`config.mk`:
```
export PLATFORM = sky130hd
export DESIGN_NAME = tx_zero_insert
export DESIGN_NICKNAME = d
export VERILOG_FILES = /design/src/rtl/tx_zero_insert.sv
export SDC_FILE = /design/constraint.sdc
export NUM_CORES = 1
export LEC_CHECK = 0
export BUFFER_PORTS_ARGS = -buffer_cell sky130_fd_sc_hd__buf_2
export CORE_MARGIN = 2
export CORE_UTILIZATION = 40
export DETAILED_ROUTE_END_ITERATION = 8
export GPL_ROUTABILITY_DRIVEN = 0
export GPL_TIMING_DRIVEN = 1
export PLACE_DENSITY_LB_ADDON = 0.15
export SKIP_CTS_REPAIR_TIMING = 1
export SLEW_MARGIN = 20
export SYNTH_ARGS = -nofsm -noshare
export SYNTH_HDL_FRONTEND = slang
export SYNTH_SLANG_ARGS = --single-unit
```
`constraint.sdc`:
```
create_clock -name Clk -period 2.2 [get_ports Clk]
set_clock_uncertainty 0.1 [all_clocks]
set_input_delay 0.66 -clock Clk [delete_from_list [all_inputs] [get_ports Clk]]
set_output_delay 0.66 -clock Clk [all_outputs]
set_load 0.05 [all_outputs]
```
`src/rtl/tx_zero_insert.sv`:
```
// HDLC transmit serialiser: wraps bytes in flags, stuffs a 0 after STUFF_LIMIT ones,
// emits an abort pattern on request and idles the line high.
module tx_zero_insert #(
    parameter logic [7:0]  FLAG          = 8'h7E,
    parameter logic [7:0]  ABORT_PATTERN = 8'hFE,
    parameter int unsigned STUFF_LIMIT   = 5
) (
    input  logic       Clk,
    input  logic       Rst,
    input  logic       ValidFrame,
    input  logic       AbortFrame,
    input  logic [7:0] Data,
    output logic       Tx,
    output logic       NewByte,
    output logic       FlagActive,
    output logic       AbortedTrans
);

    typedef enum logic [2:0] {StIdle, StStart, StData, StEnd, StAbort} state_e;

    localparam logic [2:0] StuffLimit = 3'(STUFF_LIMIT);

    state_e     state_q, state_d;
    logic [2:0] bit_cnt_q, bit_cnt_d;
    logic [2:0] ones_q, ones_d;
    logic [7:0] shift_q, shift_d;
    logic       last_q, last_d;
    logic       tx_q, tx_d;
    logic       new_byte_q, new_byte_d;
    logic       flag_q, flag_d;
    logic       aborted_q, aborted_d;

    logic       data_bit;
    logic [2:0] ones_inc;
    logic       boundary;

    assign data_bit = shift_q[bit_cnt_q];
    assign ones_inc = ones_q + 3'd1;

    always_comb begin
        state_d    = state_q;
        bit_cnt_d  = bit_cnt_q;
        ones_d     = ones_q;
        shift_d    = shift_q;
        last_d     = last_q;
        tx_d       = tx_q;
        new_byte_d = 1'b0;
        aborted_d  = 1'b0;
        boundary   = 1'b0;

        unique case (state_q)
            StIdle: begin
                tx_d      = 1'b1;
                bit_cnt_d = 3'd0;
                ones_d    = 3'd0;
                last_d    = 1'b0;
                if (ValidFrame) begin
                    state_d   = StStart;
                    tx_d      = FLAG[0];
                    bit_cnt_d = 3'd1;
                end
            end
            StStart: begin
                tx_d      = FLAG[bit_cnt_q];
                bit_cnt_d = bit_cnt_q + 3'd1;
                if (bit_cnt_q == 3'd7) begin
                    shift_d    = Data;
                    new_byte_d = 1'b1;
                    ones_d     = 3'd0;
                    bit_cnt_d  = 3'd0;
                    state_d    = StData;
                end
            end
            StData: begin
                if (ones_q == StuffLimit) begin
                    // Stuffed zero; a byte boundary deferred by it completes here.
                    tx_d   = 1'b0;
                    ones_d = 3'd0;
                    if (last_q) begin
                        last_d   = 1'b0;
                        boundary = 1'b1;
                    end
                end else begin
                    tx_d      = data_bit;
                    ones_d    = data_bit ? ones_inc : 3'd0;
                    bit_cnt_d = bit_cnt_q + 3'd1;
                    if (bit_cnt_q == 3'd7) begin
                        if (data_bit && (ones_inc == StuffLimit)) begin
                            last_d = 1'b1;
                        end else begin
                            boundary = 1'b1;
                        end
                    end
                end
            end
            StEnd: begin
                if (last_q) begin
                    tx_d    = 1'b1;
                    last_d  = 1'b0;
                    state_d = StIdle;
                end else begin
                    tx_d      = FLAG[bit_cnt_q];
                    bit_cnt_d = bit_cnt_q + 3'd1;
                    if (bit_cnt_q == 3'd7) begin
                        last_d = 1'b1;
                    end
                end
            end
            StAbort: begin
                tx_d      = ABORT_PATTERN[bit_cnt_q];
                bit_cnt_d = bit_cnt_q + 3'd1;
                if (bit_cnt_q == 3'd7) begin
                    aborted_d = 1'b1;
                    state_d   = StIdle;
                end
            end
            default: begin
                state_d = StIdle;
                tx_d    = 1'b1;
            end
        endcase

        if (boundary) begin
            bit_cnt_d = 3'd0;
            if (ValidFrame) begin
                shift_d    = Data;
                new_byte_d = 1'b1;
            end else begin
                state_d = StEnd;
            end
        end

        if (AbortFrame && (state_q == StStart || state_q == StData || state_q == StEnd)) begin
            state_d    = StAbort;
            tx_d       = ABORT_PATTERN[0];
            bit_cnt_d  = 3'd1;
            ones_d     = 3'd0;
            last_d     = 1'b0;
            shift_d    = shift_q;
            new_byte_d = 1'b0;
        end

        flag_d = (state_d == StStart) || (state_d == StEnd);
    end

    always_ff @(posedge Clk or negedge Rst) begin
        if (!Rst) begin
            state_q    <= StIdle;
            bit_cnt_q  <= 3'd0;
            ones_q     <= 3'd0;
            shift_q    <= 8'h00;
            last_q     <= 1'b0;
            tx_q       <= 1'b1;
            new_byte_q <= 1'b0;
            flag_q     <= 1'b0;
            aborted_q  <= 1'b0;
        end else begin
            state_q    <= state_d;
            bit_cnt_q  <= bit_cnt_d;
            ones_q     <= ones_d;
            shift_q    <= shift_d;
            last_q     <= last_d;
            tx_q       <= tx_d;
            new_byte_q <= new_byte_d;
            flag_q     <= flag_d;
            aborted_q  <= aborted_d;
        end
    end

    assign Tx           = tx_q;
    assign NewByte      = new_byte_q;
    assign FlagActive   = flag_q;
    assign AbortedTrans = aborted_q;

endmodule
```
# Yosys cells after proc, flatten, opt, wreduce, memory -nomap -nowiden
# Memory sizes are Yosys's and may differ from the RTL's.
# Cells that the tools add are included.
[classes]
div = 0
n_mul = 0
n_mux = 50
n_addsub = 2
magnitude_cmp = 1
bitwise_logic = 0
n_shift = 0
reduce_logical = 12
n_eq_ne = 14
[op_table]
columns = ["cell", "count"]
rows = [
  ["$mux 3", 16],
  ["$mux 8", 4],
  ["$pmux 3 s5", 2],
  ["$mux 1", 24],
  ["$ne 4x3->1 const B", 4],
  ["$eq 3x3->1 const B", 4],
  ["$eq 3x2->1 const B", 3],
  ["$pmux 3 s3", 1],
  ["$reduce_bool 4->1", 2],
  ["$reduce_bool 7->1", 1],
  ["$add 3x1->3 const B", 2],
  ["$eq 3x1->1 const B", 2],
  ["$reduce_and 3->1", 2],
  ["$pmux 1 s5", 1],
  ["$lt 3x4->1 const B", 1],
  ["$bmux 1 s3", 1],
  ["$logic_not 3->1", 1],
  ["$logic_or 1x1->1", 3],
  ["$ne 3x2->1 const B", 1],
  ["$pmux 1 s3", 1],
  ["$logic_and 1x1->1", 2],
  ["$reduce_and 2->1", 1],
]
[totals]
out_inout_bits = 4
n_memories = 2
inputBits = 12
latch_bits = 0
ff_bits = 22
ramBits = 0
romBits = 16
word_cells = 90
[memory_table]
columns = ["memory", "depth", "word_bits", "rd", "rd_clocked_by_memory_dff", "write_ports", "line", "source"]
rows = [
  ["(no name shown)", 8, 1, 1, 0, 0, "110", "tx_d = ABORT_PATTERN[bit_cnt_q];"],
  ["(no name shown)", 8, 1, 1, 0, 0, "102", "tx_d = FLAG[bit_cnt_q];"],
]

# Depth between registers and ports, before layout
[depth]
depth_word = 11
ltp_mapped = 7
ltp_nobuf = 7

# Worst setup path before layout
# No wires, ideal clock.
[synth_path]
kind = "register to register"
from = "register bit_cnt_q[0]"
to = "register shift_q[0]"
setup_ns = 0.125
required_time_ns = 1.975
n_path_buf = 1
synth_period_minus_slack_ns = 2.338
stages_incl_launch_ff = 7
slack_ns = -0.138
arrival_time_ns = 2.113
path_cell_list = "dfrtp_1 buf_6 mux2_1 mux4_2 a311oi_2 o21bai_4 mux2_4"
[synth_between]
elab_chain_len = 8
word_cells_on_any_way = 12
classes_between = "eq/ne (1); mux (10); reduce/logical (1)"
[synth_lines]
columns = ["element", "line", "source"]
rows = [
  ["from (decl)", "24", "logic [2:0] bit_cnt_q, bit_cnt_d;"],
  ["from (signal assigned)", "159", "bit_cnt_q <= bit_cnt_d;"],
  ["$bmux 1 s3", "37", "assign data_bit = shift_q[bit_cnt_q];"],
  ["$mux 1 (implied by the code)", "37", ""],
  ["$logic_and 1x1->1", "88", "if (data_bit && (ones_inc == StuffLimit)) begin"],
  ["$mux 1", "88", ""],
  ["$mux 1", "87", "if (bit_cnt_q == 3'd7) begin"],
  ["$mux 1", "75", "if (ones_q == StuffLimit) begin"],
  ["$mux 1", "51", "unique case (state_q)"],
  ["$mux 8 (*)", "123", "if (boundary) begin"],
  ["to (signal assigned)", "161", "shift_q <= shift_d;"],
  ["to (decl)", "26", "logic [7:0] shift_q, shift_d;"],
]
# Mark *: on every way between the ends. The rest lies on a longest branch, timed or not. The select of a mux whose other input is x is not followed.
# A chain may end at the register's enable or synchronous reset.

# Worst setup path after layout
[layout_path]
from = "register bit_cnt_q[0]"
to = "register shift_q[4]"
# The elaborated chain is that of the path after synthesis.

==> metrics.csv <==
metric,value,unit
status,finished with violations,
max cap viols,0,
unrepaired setup endpoints after global routing,yes,
worst r2r src,bit_cnt_q[0],
crit path cell chain,buf_6 -> mux2_4 -> mux4_2 -> a311oi_4 -> o21bai_4 -> mux2_4,
Power Density,1060,nW/um2
WL/cell,14.3,um
FILL cells,320,
Setup-failing EPs final,11,
worst skew pair latency,0.33,ns
Worst-path clk slew,0.14,ns
CP bufs+invs,1,
GR Overflow Total,0,
Critical Path Fanout Max,9,
DR vias/cell,5.27,
Synth Net Count,156,
f_max,415,MHz
P&R area growth vs syn,25.6,%
Core Region,3340,um2
max-slew violations,0,
period utilization,1.10,
I/O Buffers,15,
fin crit period,2.41,ns
Die W,62.9,um
H-tree levels,1,
largest area contributor in the netlist,dfrtp_1,
Final Hold Fails,0,
"FFs w/ async S/R, synth",1.00,
initial DRC count,61,
DIE AREA,3960,um2
worst reg2reg endpoint,shift_q[4],
Post-synth top flop,dfrtp_1,
"Slowest-stage cell, CP",mux4_2,
DR pass1 iterations,4,
clk buf depth,2,
Rows,21,
root buffer cell,clkbuf_4,
CTS tree,yes,
violated checks,negative setup slack,
largest cells by area after synthesis,"dfrtp_1 (38%), mux2_4 (8.6%), ha_1 (7.2%), o21ai_0 (4.3%), mux2_1 (3.2%)",
worst setup margin,-0.212,ns
layout cell share with drive strength beyond 1,0.355,
# diodes,0,
Yosys top cell area share,0.378,
die height,62.9,um
final WL,3070,um
#FFs+latches synth,22,
Worst Hold Slack,0.171,ns
post-route ant nets,0,
CTS buffer count,3,
most frequent cells in the layout,"dfrtp_1 (21), buf_4 (17), buf_2 (15)",
Setup CP Type,flip-flop to flip-flop,
CP endpoint kind,flip-flop,
DRC,0,
cells on worst reg2reg path,6,
total track usage,0.163,
Starting Density,0.416,
num ports,16,
global-route wire length before repair,4990,um
clk sinks,22,
Crit path required time,2.32,ns
Worst VDD drop,0.000580,V
routed vias,1132,
Placement Cell Area,1660,um2
CP top delay family,multiplexers,
most frequent CP cell,mux2_4,
"commonest non-fill, non-tap cell in the layout",dfrtp_1,
Cells after Synth,136,
vias in the first global route,1166,
largest net degree at the start of global routing,23,
mean post-synth cell area,10.2,um2
register-to-register path setup slack,-0.21,ns
leakage,0.851,nW
worst hold path class,primary input to async pin,
Worst EP arrival,2.53,ns
startpoint types,flip-flop,
initial antenna violation count,0,
Post-synth EDFFs,0,
measured slew at the worst slew-check pin,0.492,ns
HPWL after DPL,2340,um
Final Instance Area,1740,um2
Slew Limit Headroom,0.672,
max incr delay on CP,0.55,ns
Synth Warn #,0,
synth unique cells,42,
sequential-to-total area share from yosys stat,0.397,
final core utilization,0.523,
post-layout net count,190,
Syn Std Cell Area,1390,um2
final cells by class:
class                   instances  area [um2]  share of cell area
clock buffers                   3        22.5              0.0129
clock inverters                 1        30.0              0.0172
inverters                       9        33.8              0.0194
multi-input cells             100         823               0.472
flip-flops and latches         22         552               0.316
well taps                      46        57.6              0.0330
repair buffers                 34         225               0.129
state kept, by name, summed over array words and instances (netlist names):
name          count
bit_cnt_q         3
state_q           3
last_q            1
FlagActive        1
AbortedTrans      1
shift_q           8
NewByte           1
Tx                1
ones_q            3
cell usage after synthesis, drive strengths merged, types with 2 or more instances:
library cell  count
a21o              4
a21oi             7
a31oi             2
and2              2
and3              2
clkbuf            4
dfrtp            21
ha                8
inv               9
mux2             12
mux2i             2
nand2             9
nand2b            4
nand3             3
nor2              9
nor2b             3
nor3b             2
o21ai            13
o21bai            2
where the power goes:
group | total, mW | switching [mW] | internal (mW) | leakage (nW)
Clock | 0.321 | 0.136 | 0.184 | 0.0279
Combinational | 0.901 | 0.450 | 0.452 | 0.535
Sequential | 0.631 | 0.0975 | 0.534 | 0.288
how the worst max path moves through the flow:
stage / start / endpoint / depth (start not counted)
3_5_place_dp: bit_cnt_q[0] / shift_q[0] / 6
6_report: bit_cnt_q[0] / shift_q[4] / 6
5_1_grt: bit_cnt_q[0] / shift_q[0] / 6
2_1_floorplan: bit_cnt_q[0] / shift_q[0] / 6
3_3_place_gp: bit_cnt_q[0] / shift_q[7] / 6
4_1_cts: bit_cnt_q[0] / shift_q[0] / 6
stage by stage:
stage	cells	setup slack (ns)	power [mW]	setup TNS, ns
floorplan	136	-0.115	1.29	-0.923
global placement	211	-0.158	1.49	-1.40
detailed placement	211	-0.261	1.52	-2.38
CTS	215	-0.270	1.84	-2.52
global route	215	-0.269	1.97	-2.65
finish	215	-0.212	1.85	-1.93
logic make-up after synthesis:
logic type	Yosys count	synth area share
and+or+nand+nor	39	0.142
AOI/OAI and AO/OA	38	0.196
DFF	22	0.397
muxes	15	0.150
buffers and inverters	14	0.0432
adders and majority gates	8	0.0721
layer usage:
metal | wire (um) | vias to the layer above | track usage
met5 | 0 | - | 0
met4 | 76 | 0 | 0.0806
met1 | 1350 | 542 | 0.192
met2 | 1530 | 29 | 0.282
met3 | 114 | 7 | 0.0288
li1 | - | 554 | -
Note: power is estimated with default switching activity, not from simulation.
